File: src/rtl/cordic_fsm_param_if.sv
// Control bundle between the CORDIC sequencer (master) and its datapath / consumer (slave).
// ITER_W must match the sequencer's iteration counter width.
interface cordic_fsm_param_if #(
  parameter int ITER_W = 4
);
  // consumer / datapath -> sequencer
  logic              beg_fsm_cordic;
  logic              ack_fsm_cordic;
  logic              operation;
  logic              mode_in;
  logic [1:0]        shift_region_flag;
  logic              ready_add_subt;

  // sequencer -> consumer / datapath
  logic              reset_reg_cordic;
  logic              ready_cordic;
  logic              error_cordic;
  logic              busy;
  logic              beg_add_subt;
  logic              ack_add_subt;
  logic              mode;
  logic              sel_mux_1;
  logic [1:0]        sel_mux_2;
  logic [1:0]        sel_mux_3;
  logic [ITER_W-1:0] iter_count;
  logic              enab_rb1;
  logic              enab_rb2;
  logic              enab_d_ff_xn;
  logic              enab_d_ff_yn;
  logic              enab_d_ff_zn;
  logic              enab_dff_shifted;
  logic              enab_dff_lut;
  logic              enab_dff_sign;
  logic              enab_d_ff_out;

  modport master (
    input  beg_fsm_cordic, ack_fsm_cordic, operation, mode_in, shift_region_flag, ready_add_subt,
    output reset_reg_cordic, ready_cordic, error_cordic, busy, beg_add_subt, ack_add_subt, mode,
           sel_mux_1, sel_mux_2, sel_mux_3, iter_count, enab_rb1, enab_rb2,
           enab_d_ff_xn, enab_d_ff_yn, enab_d_ff_zn,
           enab_dff_shifted, enab_dff_lut, enab_dff_sign, enab_d_ff_out
  );

  modport slave (
    output beg_fsm_cordic, ack_fsm_cordic, operation, mode_in, shift_region_flag, ready_add_subt,
    input  reset_reg_cordic, ready_cordic, error_cordic, busy, beg_add_subt, ack_add_subt, mode,
           sel_mux_1, sel_mux_2, sel_mux_3, iter_count, enab_rb1, enab_rb2,
           enab_d_ff_xn, enab_d_ff_yn, enab_d_ff_zn,
           enab_dff_shifted, enab_dff_lut, enab_dff_sign, enab_d_ff_out
  );
endinterface

File: src/rtl/cordic_fsm_param.sv
// Parametrised CORDIC control sequencer: rotation/vectoring modes, internal iteration and
// variable counters, rotation correction pass, and an add/subt-unit timeout with error exit.
module cordic_fsm_param #(
  parameter int N_ITER      = 16,
  parameter int ITER_W      = 4,
  parameter int ADD_TIMEOUT = 64,
  parameter int TMR_W       = 8
) (
  input  logic                  clk,
  input  logic                  reset,
  cordic_fsm_param_if.master    bus
);

  typedef enum logic [3:0] {
    S_INIT, S_IDLE, S_LOAD, S_SEL, S_RB2, S_SHIFT, S_VSEL,
    S_BEG, S_WAIT, S_ACK, S_OUTSEL, S_OUT, S_DONE, S_ERR
  } state_t;

  localparam logic [ITER_W-1:0] ITER_LAST  = ITER_W'(N_ITER - 1);
  localparam bit                TMO_EN     = (ADD_TIMEOUT > 0);
  localparam int                TMR_LAST_I = (ADD_TIMEOUT > 0) ? ADD_TIMEOUT - 1 : 0;
  localparam logic [TMR_W-1:0]  TMR_LAST   = TMR_W'(TMR_LAST_I);

  localparam logic [1:0] VAR_X = 2'd0;
  localparam logic [1:0] VAR_Y = 2'd1;
  localparam logic [1:0] VAR_Z = 2'd2;

  state_t            state_q, state_d;
  logic [ITER_W-1:0] iter_q,  iter_d;
  logic [1:0]        var_q,   var_d;
  logic [TMR_W-1:0]  tmr_q,   tmr_d;
  logic              corr_q,  corr_d;
  logic              op_q,    op_d;
  logic              mode_q,  mode_d;
  logic [1:0]        flag_q,  flag_d;

  // Correction target: 0 -> X, 1 -> Y, from the latched operation and quadrant.
  logic       corr_tgt;
  logic [1:0] cur_var;
  logic [1:0] out_sel;

  assign corr_tgt = op_q ^ flag_q[1] ^ flag_q[0];
  assign cur_var  = corr_q ? {1'b0, corr_tgt} : var_q;
  assign out_sel  = mode_q ? (op_q ? VAR_Z : VAR_X) : {1'b0, corr_tgt};

  // NOTE: state flops use non-blocking assignments only; the async reset clears every flop.
  always_ff @(posedge clk or posedge reset) begin
    if (reset) begin
      state_q <= S_INIT;
      iter_q  <= '0;
      var_q   <= '0;
      tmr_q   <= '0;
      corr_q  <= 1'b0;
      op_q    <= 1'b0;
      mode_q  <= 1'b0;
      flag_q  <= '0;
    end else begin
      state_q <= state_d;
      iter_q  <= iter_d;
      var_q   <= var_d;
      tmr_q   <= tmr_d;
      corr_q  <= corr_d;
      op_q    <= op_d;
      mode_q  <= mode_d;
      flag_q  <= flag_d;
    end
  end

  // NOTE: every _d and every output gets a default before the case so no latch is inferred.
  always_comb begin
    state_d = state_q;
    iter_d  = iter_q;
    var_d   = var_q;
    tmr_d   = tmr_q;
    corr_d  = corr_q;
    op_d    = op_q;
    mode_d  = mode_q;
    flag_d  = flag_q;

    bus.reset_reg_cordic = 1'b0;
    bus.ready_cordic     = 1'b0;
    bus.error_cordic     = 1'b0;
    bus.beg_add_subt     = 1'b0;
    bus.ack_add_subt     = 1'b0;
    bus.sel_mux_1        = 1'b0;
    bus.sel_mux_2        = VAR_X;
    bus.sel_mux_3        = VAR_X;
    bus.enab_rb1         = 1'b0;
    bus.enab_rb2         = 1'b0;
    bus.enab_d_ff_xn     = 1'b0;
    bus.enab_d_ff_yn     = 1'b0;
    bus.enab_d_ff_zn     = 1'b0;
    bus.enab_dff_shifted = 1'b0;
    bus.enab_dff_lut     = 1'b0;
    bus.enab_dff_sign    = 1'b0;
    bus.enab_d_ff_out    = 1'b0;

    unique case (state_q)
      S_INIT: begin
        bus.reset_reg_cordic = 1'b1;
        iter_d  = '0;
        var_d   = '0;
        tmr_d   = '0;
        corr_d  = 1'b0;
        state_d = S_IDLE;
      end

      S_IDLE: begin
        if (bus.beg_fsm_cordic) begin
          bus.enab_rb1 = 1'b1;
          op_d    = bus.operation;
          mode_d  = bus.mode_in;
          flag_d  = bus.shift_region_flag;
          iter_d  = '0;
          corr_d  = 1'b0;
          state_d = S_LOAD;
        end
      end

      S_LOAD: begin
        bus.enab_rb1 = 1'b1;
        state_d      = S_SEL;
      end

      // The iteration mux stays selected while the post-mux register loads.
      S_SEL: begin
        bus.sel_mux_1 = (iter_q != '0);
        state_d       = S_RB2;
      end

      S_RB2: begin
        bus.sel_mux_1 = (iter_q != '0);
        bus.enab_rb2  = 1'b1;
        state_d       = S_SHIFT;
      end

      S_SHIFT: begin
        bus.enab_dff_shifted = 1'b1;
        bus.enab_dff_lut     = 1'b1;
        bus.enab_dff_sign    = 1'b1;
        var_d                = VAR_X;
        state_d              = S_VSEL;
      end

      // Operand select is held from VSEL until the add result is acknowledged.
      S_VSEL: begin
        bus.sel_mux_2 = cur_var;
        state_d       = S_BEG;
      end

      S_BEG: begin
        bus.sel_mux_2    = cur_var;
        bus.beg_add_subt = 1'b1;
        tmr_d            = '0;
        state_d          = S_WAIT;
      end

      S_WAIT: begin
        bus.sel_mux_2 = cur_var;
        if (bus.ready_add_subt) begin
          case (cur_var)
            VAR_X:   bus.enab_d_ff_xn = 1'b1;
            VAR_Y:   bus.enab_d_ff_yn = 1'b1;
            VAR_Z:   bus.enab_d_ff_zn = 1'b1;
            default: ;
          endcase
          state_d = S_ACK;
        end else if (TMO_EN && (tmr_q == TMR_LAST)) begin
          state_d = S_ERR;
        end else begin
          tmr_d = tmr_q + TMR_W'(1);
        end
      end

      S_ACK: begin
        bus.sel_mux_2    = cur_var;
        bus.ack_add_subt = 1'b1;
        if (corr_q) begin
          state_d = S_OUTSEL;
        end else if (var_q != VAR_Z) begin
          var_d   = var_q + 2'd1;
          state_d = S_VSEL;
        end else if (iter_q != ITER_LAST) begin
          iter_d  = iter_q + ITER_W'(1);
          state_d = S_SEL;
        end else if (!mode_q) begin
          corr_d  = 1'b1;
          state_d = S_VSEL;
        end else begin
          state_d = S_OUTSEL;
        end
      end

      S_OUTSEL: begin
        bus.sel_mux_3 = out_sel;
        state_d       = S_OUT;
      end

      S_OUT: begin
        bus.sel_mux_3     = out_sel;
        bus.enab_d_ff_out = 1'b1;
        state_d           = S_DONE;
      end

      S_DONE: begin
        bus.sel_mux_3    = out_sel;
        bus.ready_cordic = 1'b1;
        if (bus.ack_fsm_cordic) state_d = S_INIT;
      end

      S_ERR: begin
        bus.error_cordic = 1'b1;
        if (bus.ack_fsm_cordic) state_d = S_INIT;
      end

      default: state_d = S_INIT;
    endcase
  end

  assign bus.busy = !((state_q == S_INIT) || (state_q == S_IDLE) ||
                      (state_q == S_DONE) || (state_q == S_ERR));
  assign bus.mode       = mode_q;
  assign bus.iter_count = iter_q;

endmodule

File: src/flat_wrapper.sv
// flat-port wrapper written by rule: the top's interface ports become plain ports
module cordic_fsm_param_flat 
#(
  parameter int N_ITER      = 16,
  parameter int ITER_W      = 4,
  parameter int ADD_TIMEOUT = 64,
  parameter int TMR_W       = 8
)
  (clk, reset, bus_beg_fsm_cordic, bus_ack_fsm_cordic, bus_operation, bus_mode_in, bus_shift_region_flag, bus_ready_add_subt, bus_reset_reg_cordic, bus_ready_cordic, bus_error_cordic, bus_busy, bus_beg_add_subt, bus_ack_add_subt, bus_mode, bus_sel_mux_1, bus_sel_mux_2, bus_sel_mux_3, bus_iter_count, bus_enab_rb1, bus_enab_rb2, bus_enab_d_ff_xn, bus_enab_d_ff_yn, bus_enab_d_ff_zn, bus_enab_dff_shifted, bus_enab_dff_lut, bus_enab_dff_sign, bus_enab_d_ff_out);
  cordic_fsm_param_if #(.ITER_W(ITER_W)) bus_i ();
  input  logic clk;
  input  logic reset;
  input wire logic [$bits(bus_i.beg_fsm_cordic)-1:0] bus_beg_fsm_cordic;
  input wire logic [$bits(bus_i.ack_fsm_cordic)-1:0] bus_ack_fsm_cordic;
  input wire logic [$bits(bus_i.operation)-1:0] bus_operation;
  input wire logic [$bits(bus_i.mode_in)-1:0] bus_mode_in;
  input wire logic [$bits(bus_i.shift_region_flag)-1:0] bus_shift_region_flag;
  input wire logic [$bits(bus_i.ready_add_subt)-1:0] bus_ready_add_subt;
  output wire logic [$bits(bus_i.reset_reg_cordic)-1:0] bus_reset_reg_cordic;
  output wire logic [$bits(bus_i.ready_cordic)-1:0] bus_ready_cordic;
  output wire logic [$bits(bus_i.error_cordic)-1:0] bus_error_cordic;
  output wire logic [$bits(bus_i.busy)-1:0] bus_busy;
  output wire logic [$bits(bus_i.beg_add_subt)-1:0] bus_beg_add_subt;
  output wire logic [$bits(bus_i.ack_add_subt)-1:0] bus_ack_add_subt;
  output wire logic [$bits(bus_i.mode)-1:0] bus_mode;
  output wire logic [$bits(bus_i.sel_mux_1)-1:0] bus_sel_mux_1;
  output wire logic [$bits(bus_i.sel_mux_2)-1:0] bus_sel_mux_2;
  output wire logic [$bits(bus_i.sel_mux_3)-1:0] bus_sel_mux_3;
  output wire logic [$bits(bus_i.iter_count)-1:0] bus_iter_count;
  output wire logic [$bits(bus_i.enab_rb1)-1:0] bus_enab_rb1;
  output wire logic [$bits(bus_i.enab_rb2)-1:0] bus_enab_rb2;
  output wire logic [$bits(bus_i.enab_d_ff_xn)-1:0] bus_enab_d_ff_xn;
  output wire logic [$bits(bus_i.enab_d_ff_yn)-1:0] bus_enab_d_ff_yn;
  output wire logic [$bits(bus_i.enab_d_ff_zn)-1:0] bus_enab_d_ff_zn;
  output wire logic [$bits(bus_i.enab_dff_shifted)-1:0] bus_enab_dff_shifted;
  output wire logic [$bits(bus_i.enab_dff_lut)-1:0] bus_enab_dff_lut;
  output wire logic [$bits(bus_i.enab_dff_sign)-1:0] bus_enab_dff_sign;
  output wire logic [$bits(bus_i.enab_d_ff_out)-1:0] bus_enab_d_ff_out;
  assign bus_i.beg_fsm_cordic = bus_beg_fsm_cordic;
  assign bus_i.ack_fsm_cordic = bus_ack_fsm_cordic;
  assign bus_i.operation = bus_operation;
  assign bus_i.mode_in = bus_mode_in;
  assign bus_i.shift_region_flag = bus_shift_region_flag;
  assign bus_i.ready_add_subt = bus_ready_add_subt;
  assign bus_reset_reg_cordic = bus_i.reset_reg_cordic;
  assign bus_ready_cordic = bus_i.ready_cordic;
  assign bus_error_cordic = bus_i.error_cordic;
  assign bus_busy = bus_i.busy;
  assign bus_beg_add_subt = bus_i.beg_add_subt;
  assign bus_ack_add_subt = bus_i.ack_add_subt;
  assign bus_mode = bus_i.mode;
  assign bus_sel_mux_1 = bus_i.sel_mux_1;
  assign bus_sel_mux_2 = bus_i.sel_mux_2;
  assign bus_sel_mux_3 = bus_i.sel_mux_3;
  assign bus_iter_count = bus_i.iter_count;
  assign bus_enab_rb1 = bus_i.enab_rb1;
  assign bus_enab_rb2 = bus_i.enab_rb2;
  assign bus_enab_d_ff_xn = bus_i.enab_d_ff_xn;
  assign bus_enab_d_ff_yn = bus_i.enab_d_ff_yn;
  assign bus_enab_d_ff_zn = bus_i.enab_d_ff_zn;
  assign bus_enab_dff_shifted = bus_i.enab_dff_shifted;
  assign bus_enab_dff_lut = bus_i.enab_dff_lut;
  assign bus_enab_dff_sign = bus_i.enab_dff_sign;
  assign bus_enab_d_ff_out = bus_i.enab_d_ff_out;
  cordic_fsm_param #(.N_ITER(N_ITER), .ITER_W(ITER_W), .ADD_TIMEOUT(ADD_TIMEOUT), .TMR_W(TMR_W)) u_core (.clk(clk), .reset(reset), .bus(bus_i));
endmodule
File: config.mk
export PLATFORM = sky130hd
export DESIGN_NAME = cordic_fsm_param_flat
export DESIGN_NICKNAME = d
export VERILOG_FILES = /design/src/rtl/cordic_fsm_param_if.sv /design/src/rtl/cordic_fsm_param.sv /design/src/flat_wrapper.sv
export SDC_FILE = /design/constraint.sdc
export NUM_CORES = 1
export LEC_CHECK = 0
export ABC_AREA = 1
export CORE_MARGIN = 2
export CORE_UTILIZATION = 31
export CTS_CLUSTER_SIZE = 14
export DETAILED_ROUTE_END_ITERATION = 10
export GPL_ROUTABILITY_DRIVEN = 0
export PLACE_DENSITY_LB_ADDON = 0.05
export RECOVER_POWER = 25
export SKIP_CTS_REPAIR_TIMING = 1
export SKIP_LAST_GASP = 1
export SLEW_MARGIN = 5
export SYNTH_ARGS = -nofsm -noshare
export SYNTH_HDL_FRONTEND = slang
export SYNTH_SLANG_ARGS = --single-unit
File: constraint.sdc
create_clock -name clk -period 1.9 [get_ports clk]
set_input_delay 0.38 -clock clk [delete_from_list [all_inputs] [get_ports clk]]
set_output_delay 0.38 -clock clk [all_outputs]
set_load 0.05 [all_outputs]
==> summary.txt <==
run status: complete, but fails checks
violated checks: negative setup slack
CORE AREA: 4790 um2
vias in the first global route: 1482
DR vias/cell: 4.54
power share of the combinational group: 67.1%
sequential power share: 22.7%
Worst VDD drop: 0.527 mV
sw frac: 48.8%
Period Utilization, post-route: 108%
initial antenna violation count: 0
Seq/Total Area, Yosys: 37.0%
# nets final: 288
routed wire length: 4140 um
final hold viol count: 0
Die ar.: 5600 um2
Worst Reg-to-Reg Cells: 9
first drt pass iteration count: 6
total number of vias: 1548
Multi-input gate area: 971 um2
CP Data Required Time: 1.52 ns
YS warnings: 0
Final Critical Period: 2.05 ns
Sum Neg Setup Slack: -0.562 ns
crit path capture: bus_sel_mux_2[0]
Reg2Reg Setup Slack: 0.27 ns
f_max: 0.488 GHz
boundary pin count: 34
maximum number of pins on one net before global-route repair: 24
reg-to-reg endpoint: u_core.bus.iter_count[3]
clk sinks: 23
startpoint types: register
CTS buffer count: 3
root buffer cell: clkbuf_8
endpoint type of the worst setup path: output port
Clock transition at path regs: 0.09 ns
DRC viols: 0
RR Startpoint: u_core.state_q[2]
clock skew: 0.00487 ns
Avg Cell Area, Syn: 6.83 um2
Syn-to-layout area delta: 55.7%
P_leak: 1.12 nW
number of diodes: 0
Worst Tran Pin Value: 0.601 ns
Mapped Cells: 228
initial core utilization: 32.5%
CTS tree: yes
hold crit path type: register to register
clock share of power: 10.2%
gr usage total: 15.9%
Yosys cell types: 30
layout cells sized above 1: 32.1%
Syn Std Cell Area: 1560 um2
WP data arrival: 1.67 ns
Slew HR: 59.9%
Die H: 74.9 um
total congestion overflow: 0
row count: 25
RSZ-0062 raised after global routing: yes
Die W: 74.9 um
most frequent cell after synthesis: nand2_1
top_reg_cell synth: dfrtp_1
Fillers: 473
EDFF count, synth: 0
asr flop ratio synth: 100%
Final ANT Viol Nets: 0
final setup fails: 5
internal power: 1.60 mW
Buffers on Ports: 33
critical path peak fanout: 3
synth cell count leaders: 66 x nand2_1, 32 x nor2_1, 23 x dfrtp_1
Slew Limit Fails: 0
Yosys top cell by area: dfrtp_1
first-pass GRT wire length: 6900 um
DR iter-0 viols: 68
Worst-Skew Late Latency: 0.27 ns
syn nets: 241
Max-Cap Viols: 0
htree depth: 1
synth top area cells: dfrtp_1 37%, nand2_1 16%, nor2_1 7.7%, nand3_1 5.8%, inv_1 5.1%
Reg area: 578 um2
Detail Placement HPWL: 3120 um
register bit total from synthesis: 23
sw power: 1.53 mW
routed wire length per instance: 12.1 um
post-synth top area share: 37.0%
Total Power: 3.13 mW
Setup CP Type: register to output port
Final WS setup: -0.150 ns
worst setup path start: u_core.op_q
Power Dens Cells: 1290 nW/um2
clock buffer depth: 2
-- logic make-up after synthesis --
| group | after synthesis | synth area share (%) |
|---|---|---|
| mux | 1 | 0.723 |
| fa+ha+maj | 4 | 3.22 |
| simple gates | 135 | 37.9 |
| xor+xnor | 5 | 2.81 |
| buf+inv | 33 | 8.68 |
| compound gates | 27 | 9.65 |
| flops | 23 | 37.0 |
-- sequential cells by signal (all words and copies together), names as in the netlist --
name / cells
u_core.tmr_q: 8
u_core.bus.iter_count: 4
u_core.state_q: 4
u_core.flag_q: 2
u_core.var_q: 2
u_core.bus.mode: 1
u_core.corr_q: 1
u_core.op_q: 1
-- critical path: stages (launching register included) --
cell and delay, ns:
dfrtp_1 0.41, xnor2_2 0.20, nor2_2 0.07, nand3b_1 0.28
a21oi_2 0.27, buf_12 0.17
-- final cells by class --
type | instances | share of cell area [%]
multi-input combinational | 172 | 40.1
timing repair buffer | 46 | 25.8
tap | 67 | 3.46
clock buffer | 4 | 1.86
inverter | 29 | 5.01
sequential | 23 | 23.9
-- cells in the final DEF (no fill, tap or decap), drive strengths merged, types with 3 or more instances in the layout --
master | synthesis | final
nand3 | 20 | 20
nor2 | 38 | 38
clkbuf | 1 | 5
buf | 3 | 37
a21oi | 7 | 7
o21ai | 18 | 18
nand2 | 68 | 68
ha | 4 | 4
inv | 29 | 28
clkdlybuf4s50 | 0 | 7
xor2 | 3 | 3
nand4 | 4 | 4
dfrtp | 23 | 23
-- layer usage --
metal	part of all wire [%]	GRT usage, %
met3	3.5	2.95
met4	1.2	2.98
met1	46	21.6
met5	0	0
met2	49	26.7
-- power by group through the flow --
| stage | registers (mW) | clock network [mW] | logic [mW] |
|---|---|---|---|
| after floorplan | 0.728 | 0 | 1.09 |
| after global placement | 0.689 | 0 | 1.84 |
| after detailed placement | 0.691 | 0 | 1.84 |
| after CTS | 0.681 | 0.334 | 1.85 |
| after global routing | 0.720 | 0.356 | 2.27 |
| final | 0.710 | 0.319 | 2.10 |
-- how the worst min path moves through the flow --
stage                                from                        to  slack [ns]  depth (start not counted)
final                     u_core.tmr_q[1]           u_core.tmr_q[1]        0.52                          2
after floorplan                     reset  u_core.bus.iter_count[0]        0.38                          1
after CTS                           reset           u_core.tmr_q[2]        0.48                          3
after global routing      u_core.var_q[0]           u_core.var_q[0]        0.56                          2
after global placement    u_core.var_q[0]           u_core.var_q[0]        0.50                          2
after detailed placement  u_core.tmr_q[1]           u_core.tmr_q[1]        0.50                          2
-- stage by stage --
stage / utilization, % / worst slack, ns / cell area, um2 / std cells / hold slack [ns]
after floorplan: - / -0.266 / 1590 / 228 / 0.382
after global placement: 46.6 / 0.0891 / 2230 / 332 / 0.495
after detailed placement: 46.6 / 0.103 / 2230 / 332 / 0.502
after CTS: 47.5 / -0.213 / 2270 / 336 / 0.476
after global routing: 50.6 / -0.201 / 2420 / 341 / 0.563
final: 50.6 / -0.150 / 2420 / 341 / 0.521
Note: power is estimated with default switching activity, not from simulation.
